[src/rtl/sdes_arbiter_ctrl_pkg.sv]
// Shared definitions for the S-DES round-robin job controller.
package sdes_arbiter_ctrl_pkg;

  // Job sequencing states, one job walks IDLE through RESP exactly once
  typedef enum logic [2:0] {
    IDLE    = 3'd0,
    LOAD    = 3'd1,
    KEYGEN  = 3'd2,
    ENCRYPT = 3'd3,
    CAPTURE = 3'd4,
    RESP    = 3'd5
  } state_t;

  // Field positions inside a 16-bit request operand {key, plaintext}
  localparam int KEY_MSB = 15;
  localparam int KEY_LSB = 8;
  localparam int PT_MSB  = 7;
  localparam int PT_LSB  = 0;

  // Cycles from request handshake to rsp_valid
  localparam int RSP_LAT = 5;

endpackage

[src/rtl/sdes_arbiter_ctrl_rr_arbiter.sv]
// Combinational round-robin arbiter: first set request at or above the
// pointer, wrapping modulo NUM_REQ.
module rr_arbiter #(
  parameter int NUM_REQ = 4,
  parameter int ID_W    = 2
) (
  input  logic [NUM_REQ-1:0] i_req,
  input  logic [ID_W-1:0]    i_ptr,
  output logic [NUM_REQ-1:0] o_grant_onehot,
  output logic [ID_W-1:0]    o_grant_idx,
  output logic               o_any_req
);

  logic [ID_W-1:0] w_idx [NUM_REQ];

  // Requester index visited at each search offset from the pointer
  always_comb begin
    for (int off = 0; off < NUM_REQ; off++) begin
      w_idx[off] = ID_W'((int'(i_ptr) + off) % NUM_REQ);
    end
  end

  // Scan from the farthest offset down so the nearest requester wins last
  always_comb begin
    o_grant_onehot = '0;
    o_grant_idx    = '0;
    o_any_req      = |i_req;
    for (int off = NUM_REQ - 1; off >= 0; off--) begin
      if (i_req[w_idx[off]]) begin
        o_grant_onehot             = '0;
        o_grant_onehot[w_idx[off]] = 1'b1;
        o_grant_idx                = w_idx[off];
      end
    end
  end

endmodule

[src/rtl/sdes_arbiter_ctrl.sv]
// Round-robin job controller sharing one S-DES datapath among NUM_REQ
// requesters: accept, sequence load/keygen/encrypt, return tagged result.
module sdes_arbiter_ctrl
  import sdes_arbiter_ctrl_pkg::*;
#(
  parameter int NUM_REQ = 4,
  parameter int ID_W    = 2
) (
  input  logic                  clk,
  input  logic                  reset,
  input  logic [NUM_REQ-1:0]    req_valid,
  input  logic [16*NUM_REQ-1:0] req_data,
  output logic [NUM_REQ-1:0]    req_ready,
  output logic [15:0]           eng_data,
  output logic                  eng_read_en,
  output logic                  eng_key_en,
  output logic                  eng_encrypt_en,
  input  logic [7:0]            eng_result,
  output logic                  rsp_valid,
  input  logic                  rsp_ready,
  output logic [ID_W-1:0]       rsp_id,
  output logic [7:0]            rsp_data,
  output logic                  busy
);

  state_t              r_state;
  state_t              w_next;
  logic [ID_W-1:0]     r_ptr;
  logic [ID_W-1:0]     r_gid;
  logic [15:0]         r_op;
  logic [7:0]          r_rsp_data;
  logic [ID_W-1:0]     r_rsp_id;

  logic [NUM_REQ-1:0]  w_grant;
  logic [ID_W-1:0]     w_gidx;
  logic                w_any;
  logic [15:0]         w_sel;
  logic                w_accept;
  logic                w_rsp_done;

  rr_arbiter #(
    .NUM_REQ (NUM_REQ),
    .ID_W    (ID_W)
  ) u_arb (
    .i_req          (req_valid),
    .i_ptr          (r_ptr),
    .o_grant_onehot (w_grant),
    .o_grant_idx    (w_gidx),
    .o_any_req      (w_any)
  );

  assign w_sel      = req_data[16*w_gidx +: 16];
  assign w_accept   = (r_state == IDLE) && w_any && !reset;
  assign w_rsp_done = rsp_valid && rsp_ready;
  assign rsp_data   = r_rsp_data;
  assign rsp_id     = r_rsp_id;

  // Next-state and per-state outputs; reset forces every control output low
  // in the same cycle so an abandoned job never reaches the datapath
  always_comb begin
    w_next         = r_state;
    req_ready      = '0;
    eng_data       = '0;
    eng_read_en    = 1'b0;
    eng_key_en     = 1'b0;
    eng_encrypt_en = 1'b0;
    rsp_valid      = 1'b0;
    busy           = 1'b0;
    case (r_state)
      IDLE: begin
        if (w_any) begin
          req_ready = w_grant;
          w_next    = LOAD;
        end
      end
      LOAD: begin
        eng_read_en = 1'b1;
        w_next      = KEYGEN;
      end
      KEYGEN: begin
        eng_key_en = 1'b1;
        w_next     = ENCRYPT;
      end
      ENCRYPT: begin
        eng_encrypt_en = 1'b1;
        w_next         = CAPTURE;
      end
      CAPTURE: begin
        w_next = RESP;
      end
      RESP: begin
        rsp_valid = 1'b1;
        if (rsp_ready) begin
          w_next = IDLE;
        end
      end
      default: begin
        w_next = IDLE;
      end
    endcase
    if (r_state != IDLE) begin
      eng_data = r_op;
      busy     = 1'b1;
    end
    if (reset) begin
      req_ready      = '0;
      eng_data       = '0;
      eng_read_en    = 1'b0;
      eng_key_en     = 1'b0;
      eng_encrypt_en = 1'b0;
      rsp_valid      = 1'b0;
      busy           = 1'b0;
    end
  end

  // State, RR pointer and response registers; the pointer moves only when a
  // response completes, to the requester after the one just served
  always_ff @(posedge clk) begin
    if (reset) begin
      r_state    <= IDLE;
      r_ptr      <= '0;
      r_rsp_data <= '0;
      r_rsp_id   <= '0;
    end else begin
      r_state <= w_next;
      if (r_state == CAPTURE) begin
        r_rsp_data <= eng_result;
        r_rsp_id   <= r_gid;
      end
      if (w_rsp_done) begin
        r_ptr <= (r_gid == ID_W'(NUM_REQ - 1)) ? '0 : r_gid + 1'b1;
      end
    end
  end

  // Operand and winner captured at the handshake so later req_data changes
  // cannot disturb the job in flight
  always_ff @(posedge clk) begin
    if (w_accept) begin
      r_op  <= {w_sel[KEY_MSB:KEY_LSB], w_sel[PT_MSB:PT_LSB]};
      r_gid <= w_gidx;
    end
  end

endmodule

[config.mk]
export PLATFORM = sky130hd
export DESIGN_NAME = sdes_arbiter_ctrl
export DESIGN_NICKNAME = d
export VERILOG_FILES = /design/src/rtl/sdes_arbiter_ctrl_pkg.sv /design/src/rtl/sdes_arbiter_ctrl_rr_arbiter.sv /design/src/rtl/sdes_arbiter_ctrl.sv
export SDC_FILE = /design/constraint.sdc
export NUM_CORES = 1
export LEC_CHECK = 0
export CORE_UTILIZATION = 37
export DETAILED_ROUTE_END_ITERATION = 10
export PLACE_DENSITY_LB_ADDON = 0.15
export RECOVER_POWER = 100
export SYNTH_ARGS = -nofsm -noshare
export SYNTH_HDL_FRONTEND = slang
export SYNTH_SLANG_ARGS = --single-unit
[constraint.sdc]
create_clock -name clk -period 3.1 [get_ports clk]
set_clock_uncertainty 0.2 [all_clocks]
set_input_delay 0.62 -clock clk [delete_from_list [all_inputs] [get_ports clk]]
set_output_delay 0.62 -clock clk [all_outputs]
set_load 0.01 [all_outputs]
==> results.sh <==
export IMPL_dieHeight_um=80.43
export IMPL_nets=432
export IMPL_top_usage_layer="met2"
export IMPL_die_w_um=80.43
export IMPL_final_cell_mix="79 x clkdlybuf4s50_1, 60 x mux2i_1, 18 x nor2_1, 18 x edfxtp_1, 16 x dlygate4sd2_1"
export IMPL_final_area_um2=3731
export IMPL_relSlewSlack=0.2986
export IMPL_cts_max_level=2
export IMPL_min_path_type="flip-flop to flip-flop"
export IMPL_drtIter0Drc=86
export IMPL_wirelength_um=5860
export IMPL_fin_ws_ns=-0.1039
export IMPL_insertion_delay_ns=0.29
export IMPL_port_buffers=113
export IMPL_violations="negative setup slack"
export IMPL_status="finished with violations"
export IMPL_max_freq_mhz=312.1
export IMPL_grt_use_met3=0.07273
export IMPL_drv_cap=0
export IMPL_grt_use_met2=0.3144
export IMPL_ys_warn_count=0
export IMPL_r2r_cells=11
export IMPL_critPathCaptureType="primary output"
export IMPL_pwr_share_comb=0.308
export IMPL_p_total_w=0.001387
export IMPL_fillers=513
export IMPL_critPathBufInv=3
export IMPL_ir_drop_v=0.0002572
export IMPL_seqPwrFrac=0.390
export IMPL_ys_ff_latch=33
export IMPL_dp_hpwl_um=4303
export IMPL_slowest_delay_ns=0.49
export IMPL_clock_path_buffers=2
export IMPL_clk_pin_slew_ns=0.07
export IMPL_vias=2098
export IMPL_syn_inst=212
export IMPL_fin_util=0.6302
export IMPL_cp_common_cell="buf_6"
export IMPL_power_density_nw_per_um2=371.8
export IMPL_overflow=0
export IMPL_worstHoldEndpoint="rsp_id[1]$_SDFFE_PP0N_"
export IMPL_required_ns=2.28
export IMPL_vias_per_cell=4.995
export IMPL_finalCriticalPeriod_ns=3.204
export IMPL_die_area_um2=6469
export IMPL_multi_input_area_um2=1345
export IMPL_crit_chain="inv_2 -> ha_4 -> mux4_2 -> nor2b_4 -> buf_6 -> a221oi_2 -> a21oi_1 -> a31o_2 -> buf_6"
export IMPL_met1_usage=0.2122
export IMPL_area_delta_synth_final_pct=63.94
export IMPL_ant_nets=0
export IMPL_syn_avg_cell_area_um2=10.74
export IMPL_hold_viol=0
export IMPL_remaining_drc_errors=0
export IMPL_grt_pass1_wl_um=9204
export IMPL_worst_slew_pin_slew_ns=1.052
export IMPL_clockPowerShare=0.303
export IMPL_placed_cell_area_um2=3570
export IMPL_dr_pass1_iters=4
export IMPL_syn_cell_area_um2=2276
export IMPL_cts_sinks=33
export IMPL_ys_seq_area_frac=0.3694
export IMPL_netlist_cell_type_count=33
export IMPL_layout_commonest_cell="clkdlybuf4s50_1"
export IMPL_r2r_end="r_op[1]$_DFFE_PP_"
export IMPL_slowest_stage="mux4_2"
export IMPL_r2r_start="r_ptr[0]$_SDFFE_PP0P_"
export IMPL_cts_tree="built"
export IMPL_min_from="rsp_id[1]$_SDFFE_PP0N_"
export IMPL_leakagePower_nw=1.505
export IMPL_setup_tns_ns=-0.3913
export IMPL_cts_root_buf="clkbuf_8"
export IMPL_row_count=28
export IMPL_cts_hold_buf=0
export IMPL_p_switching_w=0.0003737
export IMPL_drive_above_1_share=0.1652
export IMPL_gp_congestion=0.8676
export IMPL_dpl_worst_slack_ns=-0.5823
export IMPL_switching_share=0.2694
export IMPL_finalCritPeriodShare=1.034
export IMPL_critPathArrivalTime_ns=2.38
export IMPL_antenna_found_initial=0
export IMPL_setup_violations_final=9
export IMPL_regArea_um2=843.3
export IMPL_ios=114
export IMPL_r2r_slack_ns=0.09
export IMPL_start_util=0.3844
export IMPL_grtUsageTotal=0.1876
export IMPL_p_int_w=0.001013
export IMPL_cp_depth=9
export IMPL_drv_slew=0
export IMPL_critPathKind="flip-flop to primary output"
export IMPL_grt_max_degree=19
export IMPL_grt_pass1_vias=1950
export IMPL_critPathTopFamily="compound AO/OA/AOI/OAI gates"
export IMPL_cp_max_fo=4
export IMPL_syn_num_nets=300
export IMPL_num_antenna_cells=0
export IMPL_wl_per_cell_um=13.95
export IMPL_core_area_um2=5921
export IMPL_hold_depth=2
export IMPL_grt_setup_unrepaired="yes"
export IMPL_critPathLaunchType="flip-flop"
export IMPL_cts_made_buffers=5
==> per-stage QoR <==
step	hold slack (ns)	instances
3_5_place_dp	0.2811	407
4_1_cts	0.2980	418
6_report	0.2856	420
3_3_place_gp	0.2729	407
2_1_floorplan	0.2876	212
5_1_grt	0.3194	420
==> registers in the layout (all words and copies together) (netlist names) <==
signal / flops
r_ptr: 2
rsp_data: 8
r_op: 16
rsp_id: 2
r_gid: 2
r_state: 3
==> logic make-up after synthesis <==
group / count (synthesis) / share of synthesized area
fa+ha+maj: 9 / 0.04948
xor+xnor: 1 / 0.003849
flops: 33 / 0.3694
simple gates: 56 / 0.1303
compound gates: 25 / 0.07476
mux: 65 / 0.3051
buf+inv: 23 / 0.06707
==> cell usage after synthesis, drive strengths merged <==
| master | n | area, um2 |
|---|---|---|
| o22ai | 1 | 6.260 |
| nor2 | 18 | 67.56 |
| mux4 | 3 | 71.32 |
| dfxtp | 15 | 300.3 |
| edfxtp | 18 | 540.5 |
| a211oi | 1 | 7.510 |
| and3 | 1 | 6.260 |
| mux2 | 2 | 22.52 |
| clkbuf | 6 | 22.52 |
| a221oi | 4 | 35.03 |
| or4 | 1 | 7.510 |
| a21oi | 12 | 60.06 |
| xnor2 | 1 | 8.760 |
| a31o | 4 | 35.03 |
| nor3b | 1 | 7.510 |
| a311o | 1 | 10.01 |
| nand3 | 1 | 5.000 |
| nor3 | 11 | 55.05 |
| buf | 8 | 96.34 |
| or2b | 1 | 7.510 |
| nor2b | 1 | 13.76 |
| and2 | 16 | 100.1 |
| o21ai | 1 | 5.000 |
| nand2b | 3 | 18.77 |
| inv | 9 | 33.78 |
| mux2i | 60 | 600.6 |
| nand2 | 2 | 7.510 |
| o21bai | 1 | 11.26 |
| ha | 9 | 112.6 |
==> power by group through the flow <==
stage               logic (W)  clock network [W]  registers, W
floorplan            0.000217                  0      0.000535
global placement     0.000431                  0      0.000547
detailed placement   0.000433                  0      0.000550
CTS                  0.000424           0.000433      0.000540
global route         0.000466           0.000447      0.000546
finish               0.000427           0.000420      0.000541
==> final cells by class <==
cell class,count,share of cell area
inverters,9,0.009054
clock buffers,7,0.03186
clock inverters,1,0.001341
well taps,75,0.02515
repair buffers,139,0.3461
flip-flops and latches,33,0.2260
multi-input cells,156,0.3605
==> how the worst max path moves through the flow <==
stage	startpoint	endpoint	slack, ns
after floorplan	r_ptr[0]$_SDFFE_PP0P_	req_ready[0]	0.08
final	r_ptr[0]$_SDFFE_PP0P_	req_ready[2]	-0.10
after detailed placement	req_valid[3]	req_ready[1]	-0.58
after global placement	req_valid[0]	req_ready[3]	-0.49
after global routing	r_ptr[0]$_SDFFE_PP0P_	req_ready[2]	-0.18
after CTS	r_ptr[0]$_SDFFE_PP0P_	req_ready[3]	-0.06
==> per-layer routing <==
layer	vias up	wire length [um]
li1	1033	-
met1	966	2371
met2	87	2865
met3	12	534
met4	0	89
met5	-	0
==> worst reg2reg max path: cells and delay by family (launching register included) <==
| family | cells | cell delay, ns |
|---|---|---|
| DFF | 1 | 0.35 |
| muxes | 3 | 0.76 |
| buffers and inverters | 4 | 0.66 |
| and+or+nand+nor | 1 | 0.15 |
| adders and majority gates | 1 | 0.27 |
| AOI/OAI and AO/OA | 2 | 0.34 |
==> timing repair <==
| action | CTS | global route |
|---|---|---|
| setup buffers | 3 | 1 |
| endpoints found under the setup margin | 27 | 9 |
| cloned | 0 | 1 |
| pin swaps | 6 | 1 |
| resized for setup | 45 | 7 |
(Power assumes the default switching activity.)
